[config.mk]
export PLATFORM = sky130hd
export DESIGN_NAME = store_drain_queue
export DESIGN_NICKNAME = d
export VERILOG_FILES = /design/src/rtl/store_drain_queue.sv
export SDC_FILE = /design/constraint.sdc
export NUM_CORES = 1
export LEC_CHECK = 0
export ABC_CLOCK_PERIOD_IN_PS = 4050
export BUFFER_PORTS_ARGS = -buffer_cell sky130_fd_sc_hd__buf_2
export CAP_MARGIN = 20
export CORE_UTILIZATION = 45
export CTS_CLUSTER_DIAMETER = 150
export DETAILED_ROUTE_END_ITERATION = 16
export PLACE_DENSITY = 0.65
export RECOVER_POWER = 25
export SETUP_SLACK_MARGIN = 0.05
export SLEW_MARGIN = 5
export SYNTH_ARGS = -nofsm -noshare
export SYNTH_HDL_FRONTEND = slang
export SYNTH_SLANG_ARGS = --single-unit
[constraint.sdc]
create_clock -name clk -period 4.05 [get_ports clk]
set_input_delay 0.81 -clock clk [delete_from_list [all_inputs] [get_ports clk]]
set_output_delay 0.81 -clock clk [all_outputs]
set_load 0.1 [all_outputs]
[src/rtl/store_drain_queue.sv]
// store_drain_queue: in-order buffer between commit and data memory.
// Committed stores are lane-formatted on entry, held in a small circular
// FIFO, and written out one at a time over a req/ack handshake.
//
// Handshakes:
//   commit side: a store is taken on a rising edge when store_enable,
//     ready and the mode/alignment is legal are all high. ready depends
//     only on the registered occupancy, so a pop in the same cycle does
//     not open a slot early.
//   memory side: mem_req with mem_addr/mem_wdata/mem_wstrb is held
//     steady until a cycle in which mem_ack is high. The write completes
//     on that edge. After each write the drain FSM spends one idle cycle
//     before it raises the next request.
module store_drain_queue #(
    parameter int DEPTH     = 4,
    parameter int DEPTH_LOG = 2
) (
    input  logic        clk,
    input  logic        rst,
    input  logic        store_enable,
    input  logic [2:0]  store_mode,
    input  logic [31:0] store_addr,
    input  logic [31:0] store_data,
    output logic        ready,
    output logic        mem_req,
    output logic [31:0] mem_addr,
    output logic [31:0] mem_wdata,
    output logic [3:0]  mem_wstrb,
    input  logic        mem_ack,
    input  logic [31:0] load_check_addr,
    output logic        load_conflict,
    output logic        misaligned,
    output logic        overflow,
    output logic        empty
);

    typedef enum logic {
        S_IDLE = 1'b0,
        S_REQ  = 1'b1
    } state_t;

    localparam logic [DEPTH_LOG:0]   COUNT_ONE = {{DEPTH_LOG{1'b0}}, 1'b1};
    localparam logic [DEPTH_LOG-1:0] PTR_ONE   = {{(DEPTH_LOG-1){1'b0}}, 1'b1};
    localparam logic [DEPTH_LOG:0]   COUNT_MAX = DEPTH[DEPTH_LOG:0];

    // Entry storage: word address, byte strobes, lane-replicated data.
    logic [29:0] ent_addr_q [DEPTH];
    logic [3:0]  ent_strb_q [DEPTH];
    logic [31:0] ent_data_q [DEPTH];

    logic [DEPTH_LOG-1:0] head_q, head_d;
    logic [DEPTH_LOG-1:0] tail_q, tail_d;
    logic [DEPTH_LOG:0]   count_q, count_d;
    state_t               state_q, state_d;
    logic                 misaligned_q, misaligned_d;
    logic                 overflow_q, overflow_d;

    logic        legal;
    logic [3:0]  new_strb;
    logic [31:0] new_data;
    logic        enq;
    logic        pop;
    logic [DEPTH-1:0] entry_valid;
    logic [DEPTH_LOG-1:0] slot_off;

    // Decode the funct3 store size into legality, strobes and replicated data.
    always_comb begin
        legal    = 1'b0;
        new_strb = 4'b0000;
        new_data = 32'h0;
        case (store_mode)
            3'b000: begin
                legal    = 1'b1;
                new_strb = 4'b0001 << store_addr[1:0];
                new_data = {4{store_data[7:0]}};
            end
            3'b001: begin
                legal    = ~store_addr[0];
                new_strb = 4'b0011 << store_addr[1:0];
                new_data = {2{store_data[15:0]}};
            end
            3'b010: begin
                legal    = (store_addr[1:0] == 2'b00);
                new_strb = 4'b1111;
                new_data = store_data;
            end
            default: ;
        endcase
    end

    assign ready = (count_q < COUNT_MAX);
    assign enq   = store_enable && ready && legal;
    assign pop   = (state_q == S_REQ) && mem_ack;

    // Pointer, occupancy, flag and drain-FSM next-state logic.
    always_comb begin
        head_d       = head_q;
        tail_d       = tail_q;
        count_d      = count_q;
        state_d      = state_q;
        misaligned_d = store_enable && !legal;
        overflow_d   = overflow_q || (store_enable && !ready);

        if (enq) tail_d = tail_q + PTR_ONE;
        if (pop) head_d = head_q + PTR_ONE;

        case ({enq, pop})
            2'b10:   count_d = count_q + COUNT_ONE;
            2'b01:   count_d = count_q - COUNT_ONE;
            default: count_d = count_q;
        endcase

        case (state_q)
            S_IDLE: if (count_q != '0) state_d = S_REQ;
            S_REQ:  if (mem_ack) state_d = S_IDLE;
            default: state_d = S_IDLE;
        endcase
    end

    // Control registers; reset discards every entry and any in-flight write.
    always_ff @(posedge clk) begin
        if (rst) begin
            head_q       <= '0;
            tail_q       <= '0;
            count_q      <= '0;
            state_q      <= S_IDLE;
            misaligned_q <= 1'b0;
            overflow_q   <= 1'b0;
        end else begin
            head_q       <= head_d;
            tail_q       <= tail_d;
            count_q      <= count_d;
            state_q      <= state_d;
            misaligned_q <= misaligned_d;
            overflow_q   <= overflow_d;
        end
    end

    // Entry storage is pure datapath; validity comes from head/count.
    always_ff @(posedge clk) begin
        if (enq && !rst) begin
            ent_addr_q[tail_q] <= store_addr[31:2];
            ent_strb_q[tail_q] <= new_strb;
            ent_data_q[tail_q] <= new_data;
        end
    end

    // Word-match of the load against every occupied slot (head included).
    always_comb begin
        load_conflict = 1'b0;
        entry_valid   = '0;
        slot_off      = '0;
        for (int i = 0; i < DEPTH; i++) begin
            slot_off       = DEPTH_LOG'(i) - head_q;
            entry_valid[i] = ({1'b0, slot_off} < count_q);
            if (entry_valid[i] && (ent_addr_q[i] == load_check_addr[31:2]))
                load_conflict = 1'b1;
        end
    end

    assign mem_req    = (state_q == S_REQ);
    assign mem_addr   = mem_req ? {ent_addr_q[head_q], 2'b00} : 32'h0;
    assign mem_wdata  = mem_req ? ent_data_q[head_q] : 32'h0;
    assign mem_wstrb  = mem_req ? ent_strb_q[head_q] : 4'h0;
    assign misaligned = misaligned_q;
    assign overflow   = overflow_q;
    assign empty      = (count_q == '0) && (state_q == S_IDLE);

endmodule

==> PnR_summary.wiki <==
{| class="wikitable"
! Metric !! Value
|-
| Final count of hold timing violations || 0
|-
| Filler cell count || 2,258
|-
| Worst setup path category || flop to primary output
|-
| Cell types occupying the most area after synthesis || sky130_fd_sc_hd__edfxtp_1 (63%), sky130_fd_sc_hd__mux4_2 (12%), sky130_fd_sc_hd__xor2_1 (6.9%)
|-
| Most frequent cell after synthesis || sky130_fd_sc_hd__edfxtp_1
|-
| Post-CTS Setup Inserts || 0
|-
| Die Wd || 169 um
|-
| Number of failing setup endpoints in the final timing report || 0
|-
| Register area share after synthesis || 0.652
|-
| Maximum count of clock buffers along a single path || 3
|-
| Post-route fraction of the period consumed by the critical path || 0.892
|-
| Cells after synthesis || about 770
|-
| Most common cell on crit path || sky130_fd_sc_hd__nor4_1
|-
| Vias in the first global route || approximately 7,400
|-
| H-tree lvl count || 1
|-
| CP max-delay cell || sky130_fd_sc_hd__nor4_1
|-
| Synthesis-to-finish area growth || 18.0%
|-
| Vertical die dimension || ~170 um
|-
| Post-synthesis register bit count || 276
|-
| Number of nets at the end of the flow || 1,067
|-
| Fraction of post-synthesis cell area in the top cell type by area || 0.632
|-
| Maximum fanout count along the critical path || 2
|-
| Worst hold start || overflow
|-
| Antenna violations before repair || 1
|-
| TNS Setup || 0 ps
|-
| CTS clk-pin slew, worst paths || 60 ps
|-
| DRT iter0 DRCs || 522
|-
| Final Max Slew Viols || 0
|-
| Vias per Instance || 5.31
|-
| Source of the critical timing path || ent_addr_q[3][24]
|-
| Pwr/cell area || ~480 mW/mm^2
|-
| Sw Share || 0.314
|-
| Slew of the pin with the lowest slew margin || a little over 1000 ps
|-
| Number of synthesized flops with an enable pin || 264
|-
| Placeable core region || 0.0271 mm^2
|-
| Count of hold-fix buffers inserted at cts || 0
|-
| Maximum clock skew at final layout || 14.0 ps
|-
| Final instance count without filler cells || 1,351
|-
| Number of CTS-inserted buffers || 30
|-
| Netlist cell types || 37
|-
| Number of max-cap violations || 0
|-
| Ratio of cells with drive above 1 in the final layout || 0.284
|-
| Peak VDD IR || 0.453 mV
|-
| TritonCTS clock tree || done
|-
| RSZ-0062 raised after global routing || no
|-
| Number of gates given a new drive strength after cts || 0
|-
| Largest area contributor in the synthesized netlist || sky130_fd_sc_hd__edfxtp_1
|-
| Post-synthesis average cell area || 16.4 um^2
|-
| Critical path's largest stage delay || 530 ps
|-
| Highest attainable clock frequency || ~280 MHz
|-
| Number of port buffers || 172
|-
| Maximum number of pins on one net before global-route repair || 37
|-
| Share of total power in the clock network || 0.341
|-
| Top cells by count, synth || sky130_fd_sc_hd__edfxtp_1 (264), sky130_fd_sc_hd__xor2_1 (99), sky130_fd_sc_hd__and2_1 (79)
|-
| Final GP Congestion || 0.852
|-
| Top-level I/O count || around 180
|-
| Outcome || finished, final reports clean
|-
| Required time worst endpoint || 3240 ps
|-
| Gate power share || 0.211
|-
| Total DRC errors in the routed layout || 0
|-
| Sw Pwr || 0.00225 W
|-
| Launch instance of the worst register-to-register path || mem_req
|-
| Placed insts || 1,294
|-
| Post-synthesis async set-or-reset flop share || 0
|-
| Type of element launching the critical path || flop
|-
| DIE AREA || 0.0285 mm^2
|-
| Starting Density || 0.463
|-
| Crit-path cells || xor2_1 > nor4_1 > nand4_1 > nor4_1 > or4_1 > buf_2
|-
| Global route overflow || 0
|-
| DP HPWL || 20.6 mm
|-
| Global-route wire length before repair || about 44 mm
|-
| Number of cell rows || 60
|-
| Number of nets with antenna violations after routing || 0
|-
| Shortest period the worst path allows || 3610 ps
|-
| Global-route usage over all layers || 0.211
|-
| Sequential Power Share || 0.448
|-
| Total via count after detailed routing || 7,174
|-
| Leakage power || 5.13 nW
|-
| Yosys Warn Count || 0
|-
| Routed WL per cell || 21.9 um
|-
| Cell-internal power || 0.00491 W
|-
| Insertion delay of the later-clocked pin in the worst-skew pair || ~540 ps
|-
| Synthesized area || roughly 0.013 mm^2
|-
| Root Driver || sky130_fd_sc_hd__clkbuf_16
|-
| Primary FF master, synth || sky130_fd_sc_hd__edfxtp_1
|-
| Wire length after detailed routing || 29.6 mm
|-
| 1st-pass router iterations || 5
|-
| Count of clock tree sinks || 276
|-
| Min-Delay Path Class || flop to flop
|-
| CP Capture Type || primary output
|-
| Arrival time worst endpoint || between 2000 and 3000 ps
|-
| Worst-case headroom to the max-slew limit || 0.307
|}
==> registers in the layout (all words and copies together), names as in the netlist, named ones only <==
register / cells
mem_req: 1
count_q: 3
overflow: 1
ent_addr_q: 120
tail_q: 2
ent_strb_q: 16
ent_data_q: 128
misaligned: 1
head_q: 2
==> cells by family after synthesis <==
logic type	synth area share
flip-flops	0.652
AND/OR/NAND/NOR	0.0851
XOR/XNOR	0.0887
multiplexers	0.126
buffers and inverters	0.0168
AO/OA/AOI/OAI	0.0211
adder cells (fa/ha/maj)	0.0106
other	0.000299
==> power groups by stage <==
stage | registers, W | clock network, W | logic (W)
floorplan | 0.00326 | 0 | 0.00119
global placement | 0.00328 | 0 | 0.00153
detailed placement | 0.00328 | 0 | 0.00153
CTS | 0.00322 | 0.00249 | 0.00153
global route | 0.00322 | 0.00260 | 0.00158
finish | 0.00321 | 0.00244 | 0.00151
==> stage by stage <==
stage | utilization | worst slack [ps] | instance area [um^2] | hold WS [ps] | total power [W]
2_1_floorplan | - | 345 | 12500 | 500 | 0.00446
3_3_place_gp | 0.514 | 481 | 13900 | 456 | 0.00480
3_5_place_dp | 0.514 | 471 | 13900 | 464 | 0.00481
4_1_cts | 0.547 | 413 | 14800 | 457 | 0.00725
5_1_grt | 0.546 | 360 | 14800 | 493 | 0.00740
6_report | 0.546 | 436 | 14800 | 472 | 0.00717
==> cells in the final DEF (no fill, tap or decap), drive strengths merged, types with 3 or more instances in the layout <==
cell type	n
xor2	99
a21oi	29
nor2b	10
mux2i	9
nor3	4
edfxtp	264
buf	159
dfxtp	12
nor4	23
clkbuf	70
nand3	4
nor2	43
and2	79
clkinv	13
mux4	66
inv	12
a22oi	6
nand4	10
nand2	6
xnor2	28
o21a	3
ha	9
a2111oi	4
==> critical path, delay by kind of cell, from the launching register on <==
kind | cells | cell delay (ps)
buf+inv | 1 | 430
simple gates | 4 | 1220
xor+xnor | 1 | 190
flops | 1 | 420
==> layer usage <==
metal / wire length, um / vias to the layer above / GRT usage
met4: 619 / 2 / 0.0482
met2: 14600 / 268 / 0.363
met3: 2040 / 40 / 0.0386
li1: - / 3285 / -
met1: 12300 / 3579 / 0.279
met5: 9 / - / 0
==> layout make-up <==
cell class,count,area (um^2),area share
flip-flops and latches,276,8170,0.552
well taps,372,465,0.0315
clock buffers,39,806,0.0545
multi-input cells,445,4180,0.282
inverters,11,41.3,0.00279
repair buffers,190,1040,0.0706
clock inverters,16,83.8,0.00567
diodes,2,5.00,0.000338
==> final timing paths <==
kind	cells after the start	to	slack (ps)
worst max-delay path	6	load_conflict	440
worst min-delay path	2	overflow	470
worst max register to register	7	count_q[2]	1590
worst min register to register	2	overflow	470
(Power assumes the default switching activity.)
